--- src/rtl/hazard_scoreboard.sv ---
// RAW hazard scoreboard for a 5-stage pipeline: tracks EXE/MEM destinations,
// raises stall/bubble for the ID instruction and counts stall cycles.
module hazard_scoreboard #(
   parameter bit          FORWARD_EN = 1'b0,
   parameter int unsigned CNT_W      = 16
) (
   input  logic             clk,
   input  logic             rst,
   input  logic             id_valid,
   input  logic [4:0]       id_src1,
   input  logic [4:0]       id_src2,
   input  logic             id_use_src2,
   input  logic             id_wb_en,
   input  logic             id_mem_r_en,
   input  logic [4:0]       id_dest,
   input  logic             flush,
   output logic             stall,
   output logic             bubble,
   output logic [CNT_W-1:0] stall_count
);

   localparam int unsigned REG_W = 5;

   typedef struct packed {
      logic             valid;
      logic [REG_W-1:0] dest;
      logic             is_load;
   } slot_t;

   slot_t            exe_q, exe_d, mem_q;
   logic [CNT_W-1:0] cnt_q, cnt_d;
   logic             exe_match, mem_match, raw_hazard;

   // A slot is a hazard source only when it writes a non-zero register the ID op reads
   function automatic logic slot_match(input slot_t s, input logic [REG_W-1:0] s1,
                                       input logic [REG_W-1:0] s2, input logic use2);
      return s.valid && (s.dest != '0) && ((s.dest == s1) || (use2 && (s.dest == s2)));
   endfunction

   always_comb begin
      exe_match  = slot_match(exe_q, id_src1, id_src2, id_use_src2);
      mem_match  = slot_match(mem_q, id_src1, id_src2, id_use_src2);
      raw_hazard = 1'b0;
      if (FORWARD_EN) begin
         raw_hazard = id_valid && exe_match && exe_q.is_load;
      end else begin
         raw_hazard = id_valid && (exe_match || mem_match);
      end

      // flush overrides the stall but still squashes the ID instruction
      stall  = !rst && raw_hazard && !flush;
      bubble = !rst && (raw_hazard || flush);

      exe_d = bubble ? slot_t'('0) : {id_valid && id_wb_en, id_dest, id_mem_r_en};

      cnt_d = cnt_q;
      if (stall && (cnt_q != '1)) begin
         cnt_d = cnt_q + CNT_W'(1);
      end
   end

   always_ff @(posedge clk) begin
      if (rst) begin
         exe_q <= '0;
         mem_q <= '0;
         cnt_q <= '0;
      end else begin
         exe_q <= exe_d;
         mem_q <= exe_q;
         cnt_q <= cnt_d;
      end
   end

   assign stall_count = cnt_q;

endmodule
--- config.mk ---
export PLATFORM = sky130hd
export DESIGN_NAME = hazard_scoreboard
export DESIGN_NICKNAME = d
export VERILOG_FILES = /design/src/rtl/hazard_scoreboard.sv
export SDC_FILE = /design/constraint.sdc
export NUM_CORES = 1
export LEC_CHECK = 0
export BUFFER_PORTS_ARGS = -buffer_cell sky130_fd_sc_hd__buf_2
export CAP_MARGIN = 20
export CORE_MARGIN = 3
export CORE_UTILIZATION = 45
export CTS_CLUSTER_DIAMETER = 120
export DETAILED_ROUTE_END_ITERATION = 16
export PLACE_DENSITY = 0.7
export RECOVER_POWER = 100
export REMOVE_ABC_BUFFERS = 1
export SYNTH_ARGS = -nofsm -noshare
export SYNTH_HDL_FRONTEND = slang
export SYNTH_SLANG_ARGS = --single-unit
--- constraint.sdc ---
create_clock -name clk -period 2.4 [get_ports clk]
set_clock_uncertainty 0.1 [all_clocks]
set_input_delay 0.36 -clock clk [delete_from_list [all_inputs] [get_ports clk]]
set_output_delay 0.36 -clock clk [all_outputs]
set_load 0.02 [all_outputs]
==> qor.json, run 1 <==
{
  "drtPass1Iterations": {"value": 4},
  "timing.final.crit_share": {"value": 100.3, "unit": "%"},
  "synth_top_cell_by_area": {"value": "sky130_fd_sc_hd__dfxtp_1"},
  "syn-cell-area": {"value": 1436, "unit": "µm²"},
  "cap_violations": {"value": 0},
  "tritoncts": {"value": "done"},
  "pwr-share-clk": {"value": 28.8, "unit": "%"},
  "synthesized_netlist_cell_count": {"value": 158},
  "cell_internal_pwr": {"value": 607.2, "unit": "µW"},
  "finalNetCount": {"value": 227},
  "fillerInstances": {"value": 296},
  "initial_core_utilization": {"value": 49.53, "unit": "%"},
  "hold_viol_final": {"value": 0},
  "worst_hold_path_type": {"value": "in -> reg"},
  "fmax": {"value": 0.4156, "unit": "GHz"},
  "grt_max_degree": {"value": 26},
  "slew_headroom": {"value": 31.93, "unit": "%"},
  "crit_start": {"value": "mem_q[1]"},
  "detailedPlace.worstSlack": {"value": 0.004520, "unit": "ns"},
  "clk_pin_slew": {"value": 0.15, "unit": "ns"},
  "grt_setup_unrepaired": {"value": "true"},
  "outcome": {"value": "complete, but fails checks"},
  "critPathCapture": {"value": "stall"},
  "p_sw_share": {"value": 23.22, "unit": "%"},
  "clkSinkCount": {"value": 28},
  "critPathCaptureType": {"value": "primary output"},
  "cts.root.buffer_cell": {"value": "sky130_fd_sc_hd__clkbuf_4"},
  "ys_top_cells_by_count": {"value": "28 x sky130_fd_sc_hd__dfxtp_1, 26 x sky130_fd_sc_hd__xnor2_1, 14 x sky130_fd_sc_hd__nor2_1"},
  "reg2reg_from": {"value": "exe_q[2]"},
  "power.combinational.fraction": {"value": 10.6, "unit": "%"},
  "cts_buffers": {"value": 3},
  "coreArea": {"value": 2900, "unit": "µm²"},
  "violated_checks": {"value": "setup timing"},
  "routed.top_layer": {"value": "met4"},
  "yosysMostFrequentCell": {"value": "sky130_fd_sc_hd__dfxtp_1"},
  "numPortBuffers": {"value": 38},
  "first_pass_grt_wire_length": {"value": 5168, "unit": "µm"},
  "synth-warning-count": {"value": 0},
  "synth-edff-count": {"value": 0},
  "final_critical_path_setup_slack": {"value": -0.006238, "unit": "ns"},
  "area_growth": {"value": 21.52, "unit": "%"},
  "drc": {"value": 0},
  "met2WireLength": {"value": 1537, "unit": "µm"},
  "synth_seq_cells": {"value": 28},
  "crit-reg2reg-capture": {"value": "stall_count[13]"},
  "tightest_slew": {"value": 1.021, "unit": "ns"},
  "period_minus_slack": {"value": 2.406, "unit": "ns"},
  "cell_area_reported_after_detailed_placement": {"value": 1692, "unit": "µm²"},
  "vias_in_the_first_global_route": {"value": 1220},
  "worst_hold_margin": {"value": 0.1453, "unit": "ns"},
  "power.leakage": {"value": 0.0006736, "unit": "µW"},
  "timing.reg2reg.setup_slack": {"value": 0.11, "unit": "ns"},
  "number_of_design_rule_violations_left_by_the_first_detailed_router_iteration": {"value": 46},
  "timing.critical_path.arrival": {"value": 1.95, "unit": "ns"},
  "fp-row-count": {"value": 19},
  "power.switching": {"value": 183.6, "unit": "µW"},
  "timing.critical_path.from_type": {"value": "flop"},
  "num_antenna_cells": {"value": 0},
  "synth.distinct_cells": {"value": 35},
  "die-width": {"value": 62.50, "unit": "µm"},
  "drv_slew": {"value": 0},
  "vdd.ir_drop.worst": {"value": 258.7, "unit": "µV"},
  "fp.dieArea": {"value": 3906, "unit": "µm²"},
  "fin_area": {"value": 1745, "unit": "µm²"},
  "ys_async_sr_fraction": {"value": 0, "unit": "%"},
  "drive_gt1_share": {"value": 22.66, "unit": "%"},
  "share_of_synthesized_area_occupied_by_flip_flops_and_latches": {"value": 39.02, "unit": "%"},
  "ant_nets": {"value": 0},
  "die_span_y": {"value": 62.50, "unit": "µm"},
  "timing_worst_setup_path_type": {"value": "reg -> out"},
  "cts-hold-fix-buffers": {"value": 0},
  "antenna_violations_before_repair": {"value": 0},
  "fraction_of_post_synthesis_cell_area_in_the_top_cell_type_by_area": {"value": 39.02, "unit": "%"},
  "ctsHtreeMaxLevel": {"value": 1},
  "max-clock-path-buffers": {"value": 2},
  "grt-ovfl-total": {"value": 0},
  "postRouteWirelength": {"value": 3055, "unit": "µm"},
  "rr_worst_depth": {"value": 9},
  "routed_wire_length_per_instance": {"value": 12.47, "unit": "µm"},
  "route.vias.total": {"value": 1264},
  "required": {"value": 1.94, "unit": "ns"},
  "synth.top_cells.by_area": {"value": "sky130_fd_sc_hd__dfxtp_1 39%, sky130_fd_sc_hd__xnor2_1 16%, sky130_fd_sc_hd__nor2_1 3.7%"},
  "power_density_over_the_cells": {"value": 453.1, "unit": "nW/µm²"},
  "track_usage": {"value": 15.83, "unit": "%"},
  "routed_via_density": {"value": 5.159},
  "cp_max_fo": {"value": 4},
  "routedLengthMet1": {"value": 1310, "unit": "µm"},
  "place_congestion": {"value": 0.8304},
  "io_pins": {"value": 40},
  "final_report_setup_violation_count": {"value": 1},
  "yosys_most_used_dff": {"value": "sky130_fd_sc_hd__dfxtp_1"},
  "worst_skew_pair.late_latency": {"value": 0.33, "unit": "ns"},
  "seqPwrFrac": {"value": 60.5, "unit": "%"},
  "avgSynthCellArea": {"value": 9.091, "unit": "µm²"},
  "wl_met3": {"value": 137, "unit": "µm"},
  "post-dp-hpwl": {"value": 2353, "unit": "µm"}
}
## worst min-delay path by stage
stage,startpoint,end,slack [ns],cells after the start
finish,id_dest[3],exe_q[4],0.15,2
global route,id_dest[3],exe_q[4],0.13,2
global placement,exe_q[6],mem_q[6],0.35,1
CTS,id_dest[2],exe_q[3],0.14,2
detailed placement,exe_q[6],mem_q[6],0.35,1
floorplan,rst,stall_count[11],0.33,1
## stage by stage
stage / total power (µW) / setup TNS (ns) / instances / utilization, %
after CTS: 798.3 / -0.02105 / 244 / 60.18
after detailed placement: 573.9 / 0 / 238 / 58.33
final: 790.8 / -0.006238 / 245 / 60.18
after global routing: 830.6 / -0.2475 / 245 / 60.18
after floorplan: 532.7 / 0 / 153 / -
after global placement: 569.6 / 0 / 238 / 58.33
## layout make-up
cell class              instances  area [µm²]  area share, %
clock buffers                   4       36.28          2.079
inverters                       3       11.26         0.6452
multi-input cells             122       854.6          48.96
flip-flops and latches         28       565.5          32.40
well taps                      42       52.55          3.011
repair buffers                 46       225.2          12.90
## worst max-delay path: stages, from the launching register on
cell                       delay [ns]
sky130_fd_sc_hd__dfxtp_2         0.36
sky130_fd_sc_hd__or3_1           0.38
sky130_fd_sc_hd__o311a_1         0.34
sky130_fd_sc_hd__a22oi_4         0.20
sky130_fd_sc_hd__nand2b_4        0.16
sky130_fd_sc_hd__inv_1           0.04
sky130_fd_sc_hd__buf_2           0.15
## repair_timing
| action | CTS | global route |
|---|---|---|
| setup buffers | 2 | 1 |
| setup endpoints to repair | 2 | 5 |
| pin swaps | 2 | 1 |
| gates resized for setup | 2 | 4 |
| endpoints found under the hold margin | 0 | 0 |
## power groups by stage
| stage | Sequential, µW | Clock [µW] | Combinational [µW] |
|---|---|---|---|
| global placement | 488 | 0 | 81.4 |
| CTS | 479 | 234 | 85.9 |
| finish | 479 | 228 | 84.1 |
| global route | 480 | 259 | 91.6 |
| detailed placement | 489 | 0 | 85.3 |
| floorplan | 487 | 0 | 45.7 |
## kinds of logic (layout without fill, tap and decap cells)
kind of cell    count (synthesis)  in the layout  share of synthesized area, %
simple gates                   69             69                         26.83
flops                          28             28                         39.02
xor+xnor                       27             27                         16.46
compound gates                 24             24                         13.59
buf+inv                         8             53                         2.526
fa+ha+maj                       1              1                        0.8709
mux                             1              1                        0.6969
## routing by layer
layer	vias to the layer above	track usage (%)
met5	-	0
met4	0	6.887
met3	8	3.597
met2	31	27.30
met1	588	18.66
li1	637	-
## flip-flops by register name (all words and copies together), names as in the netlist
signal,cells
mem_q,6
stall_count,16
exe_q,6
## placed cells by master, fill, tap and decap left out, types with 3 or more instances in the layout
cell	netlist	routed
sky130_fd_sc_hd__nor2b_1	7	7
sky130_fd_sc_hd__buf_2	2	21
sky130_fd_sc_hd__and3_1	6	6
sky130_fd_sc_hd__inv_1	3	3
sky130_fd_sc_hd__buf_4	1	7
sky130_fd_sc_hd__or3_1	5	5
sky130_fd_sc_hd__a21oi_1	8	8
sky130_fd_sc_hd__nor2_1	14	14
sky130_fd_sc_hd__dfxtp_2	0	4
sky130_fd_sc_hd__dfxtp_1	28	24
sky130_fd_sc_hd__clkbuf_1	2	18
sky130_fd_sc_hd__xnor2_1	26	26
sky130_fd_sc_hd__nand2_1	12	12
sky130_fd_sc_hd__clkbuf_4	0	3
sky130_fd_sc_hd__o21ai_0	3	3
sky130_fd_sc_hd__nand3_1	8	8
Power figures use the tool's default switching activity.
==> inputs of run 2 (changes only) <==
REMOVE_ABC_BUFFERS = default   (was 1)
==> qor.json, run 2 (same netlist as run 1, synthesis figures left out) <==
{
  "die_span_y": {"value": 62.50, "unit": "µm", "change": "unchanged"},
  "timing.final.crit_share": {"value": 104.4, "unit": "%", "change": "+4.1 points"},
  "drive_gt1_share": {"value": 39.23, "unit": "%", "change": "+17 points"},
  "final_cell_utilization_of_the_core": {"value": 65.88, "unit": "%", "change": "+5.7 points"},
  "timing.critical_path.from_type": {"value": "flop"},
  "timing.critical_path.arrival": {"value": 2.05, "unit": "ns", "change": "+0.10 ns"},
  "area_growth": {"value": 33.01, "unit": "%"},
  "fin_area": {"value": 1911, "unit": "µm²", "change": "+9.5%"},
  "worst_hold_path_type": {"value": "in -> reg"},
  "fp-row-count": {"value": 19, "change": "unchanged"},
  "critPathCaptureType": {"value": "primary output"},
  "drv_slew": {"value": 0, "change": "unchanged"},
  "post-dp-hpwl": {"value": 2492, "unit": "µm", "change": "+5.9%"},
  "synth_fp_nets": {"value": 181},
  "cts.root.buffer_cell": {"value": "sky130_fd_sc_hd__clkbuf_4"},
  "numPortBuffers": {"value": 38, "change": "unchanged"},
  "post-layout-total-power": {"value": 898.8, "unit": "µW", "change": "+14%"},
  "drtPass1Iterations": {"value": 4, "change": "unchanged"},
  "outcome": {"value": "complete, but fails checks"},
  "ant_nets": {"value": 0, "change": "unchanged"},
  "initial_core_utilization": {"value": 49.53, "unit": "%", "change": "unchanged"},
  "timing_worst_setup_path_type": {"value": "reg -> out"},
  "antenna_violations_before_repair": {"value": 0, "change": "unchanged"},
  "required": {"value": 1.94, "unit": "ns", "change": "about the same"},
  "power_density_over_the_cells": {"value": 470.4, "unit": "nW/µm²", "change": "+3.8%"},
  "coreArea": {"value": 2900, "unit": "µm²", "change": "unchanged"},
  "finalNetCount": {"value": 233, "change": "+2.6%"},
  "grt_max_degree": {"value": 26, "change": "unchanged"},
  "clk_pin_slew": {"value": 0.16, "unit": "ns", "change": "about the same"},
  "hold_viol_final": {"value": 0, "change": "unchanged"},
  "cts-hold-fix-buffers": {"value": 0, "change": "unchanged"},
  "grt_setup_unrepaired": {"value": "true"},
  "final_report_setup_violation_count": {"value": 6, "change": "+5"},
  "period_minus_slack": {"value": 2.506, "unit": "ns", "change": "+0.09956 ns"},
  "routed_wire_length_per_instance": {"value": 14.65, "unit": "µm", "change": "+17%"},
  "power.leakage": {"value": 0.0008117, "unit": "µW", "change": "+21%"},
  "layout.area.seq": {"value": 579.3, "unit": "µm²", "change": "+2.4%"},
  "tightest_slew": {"value": 0.4335, "unit": "ns", "change": "-0.5876 ns"},
  "cell_area_reported_after_detailed_placement": {"value": 1699, "unit": "µm²", "change": "+0.44%"},
  "mostFrequentLayoutCells": {"value": "37 x sky130_fd_sc_hd__buf_2, 21 x sky130_fd_sc_hd__dfxtp_1, 20 x sky130_fd_sc_hd__xnor2_1"},
  "vdd.ir_drop.worst": {"value": 341.7, "unit": "µV", "change": "+32%"},
  "die-width": {"value": 62.50, "unit": "µm", "change": "unchanged"},
  "grt-ovfl-total": {"value": 0, "change": "unchanged"},
  "most_common_library_cell_in_the_layout_ignoring_fill_and_taps": {"value": "sky130_fd_sc_hd__buf_2"},
  "fp.dieArea": {"value": 3906, "unit": "µm²", "change": "unchanged"},
  "multi_input_area": {"value": 909.6, "unit": "µm²", "change": "+6.4%"},
  "number_of_design_rule_violations_left_by_the_first_detailed_router_iteration": {"value": 47, "change": "+2.2%"},
  "clkSinkCount": {"value": 28, "change": "unchanged"},
  "io_pins": {"value": 40, "change": "unchanged"},
  "fillerInstances": {"value": 255, "change": "-14%"},
  "final_critical_path_setup_slack": {"value": -0.1058, "unit": "ns", "change": "-0.09956 ns"},
  "cap_violations": {"value": 0, "change": "unchanged"},
  "placed_cells_incl_taps": {"value": 239, "change": "+0.42%"},
  "flip_flop_count_of_the_largest_register_after_layout": {"value": 16, "change": "unchanged"},
  "tritoncts": {"value": "done"},
  "detailedPlace.worstSlack": {"value": -0.009783, "unit": "ns", "change": "-0.01430 ns"},
  "cell_internal_pwr": {"value": 691.2, "unit": "µW", "change": "+14%"},
  "violated_checks": {"value": "setup timing"},
  "power.switching": {"value": 207.6, "unit": "µW", "change": "+13%"},
  "vias_in_the_first_global_route": {"value": 1303, "change": "+6.8%"},
  "place_congestion": {"value": 0.7990, "change": "-3.8%"},
  "power.combinational.fraction": {"value": 10.9, "unit": "%", "change": "+0.3 points"},
  "postRouteWirelength": {"value": 3677, "unit": "µm", "change": "+20%"},
  "cts_buffers": {"value": 3, "change": "unchanged"},
  "worst_skew_pair.late_latency": {"value": 0.35, "unit": "ns", "change": "+0.02 ns"},
  "track_usage": {"value": 17.66, "unit": "%", "change": "+1.8 points"},
  "first_pass_grt_wire_length": {"value": 5727, "unit": "µm", "change": "+11%"},
  "ctsHtreeMaxLevel": {"value": 1, "change": "unchanged"},
  "drc": {"value": 0, "change": "unchanged"},
  "max-clock-path-buffers": {"value": 2, "change": "unchanged"},
  "cp_max_fo": {"value": 4, "change": "unchanged"},
  "seqPwrFrac": {"value": 53.2, "unit": "%", "change": "-7.3 points"},
  "routed_via_density": {"value": 5.195, "change": "+0.70%"},
  "num_antenna_cells": {"value": 0, "change": "unchanged"},
  "route.vias.total": {"value": 1304, "change": "+3.2%"},
  "pwr-share-clk": {"value": 35.9, "unit": "%", "change": "+7.1 points"},
  "fmax": {"value": 0.3991, "unit": "GHz", "change": "-4.0%"},
  "p_sw_share": {"value": 23.10, "unit": "%", "change": "-0.13 points"},
  "slew_headroom": {"value": 70.88, "unit": "%", "change": "+39 points"},
  "instances_no_fill": {"value": 251, "change": "+2.4%"}
}
run 2: path summary, 6_finish.rpt:
check,startpoint,end,slack (ns),depth (start not counted)
max,exe_q[1],bubble,-0.11,6
min,id_dest[1],exe_q[2],0.13,2
max reg2reg,exe_q[1],stall_count[6],-0.08,11
min reg2reg,exe_q[6],mem_q[6],0.39,1
run 2: what timing repair did:
| action | in CTS | in global routing |
|---|---|---|
| pin swaps | 2 | 5 |
| setup buffers | 4 | 4 |
| endpoints found under the setup margin | 2 | 8 |
| gates resized for setup | 3 | 22 |
run 2: layout make-up:
| cell class | count | share of cell area (%) |
|---|---|---|
| sequential | 28 | 30.32 |
| tap | 42 | 2.750 |
| inverter | 3 | 0.5894 |
| multi-input combinational | 122 | 47.61 |
| clock inverter | 1 | 1.572 |
| timing repair buffer | 52 | 15.98 |
| clock buffer | 3 | 1.179 |
run 2: power by group through the flow:
stage / Combinational (µW) / Clock, µW / Sequential [µW]
after floorplan: 51.3 / 0 / 487
after detailed placement: 82.9 / 0 / 489
final: 98.2 / 322 / 478
after CTS: 83.5 / 318 / 480
after global routing: 107 / 351 / 479
after global placement: 80.5 / 0 / 489
run 2: stage by stage:
stage | hold slack, ns | TNS (ns)
after CTS | 0.1422 | -0.03934
final | 0.1266 | -0.4198
after global placement | 0.3466 | 0
after detailed placement | 0.3628 | -0.009783
after floorplan | 0.3384 | 0
after global routing | 0.1165 | -0.9827
run 2: layer usage:
layer  GRT usage [%]  wire length [µm]  vias up  part of all wire, %
met3           2.698               195        5                  5.3
li1                -                 -      649                    -
met5               0                 0        -                    0
met4           6.336                55        0                  1.5
met2           27.70              1741       39                   47
met1           24.42              1685      611                   46
run 2: critical path, stage by stage, from the launching register on:
cell                      delay, ns
sky130_fd_sc_hd__dfxtp_4       0.39
sky130_fd_sc_hd__or3_1         0.38
sky130_fd_sc_hd__o311a_1       0.35
sky130_fd_sc_hd__a22oi_4       0.23
sky130_fd_sc_hd__buf_4         0.16
sky130_fd_sc_hd__a21oi_2       0.06
sky130_fd_sc_hd__buf_6         0.14
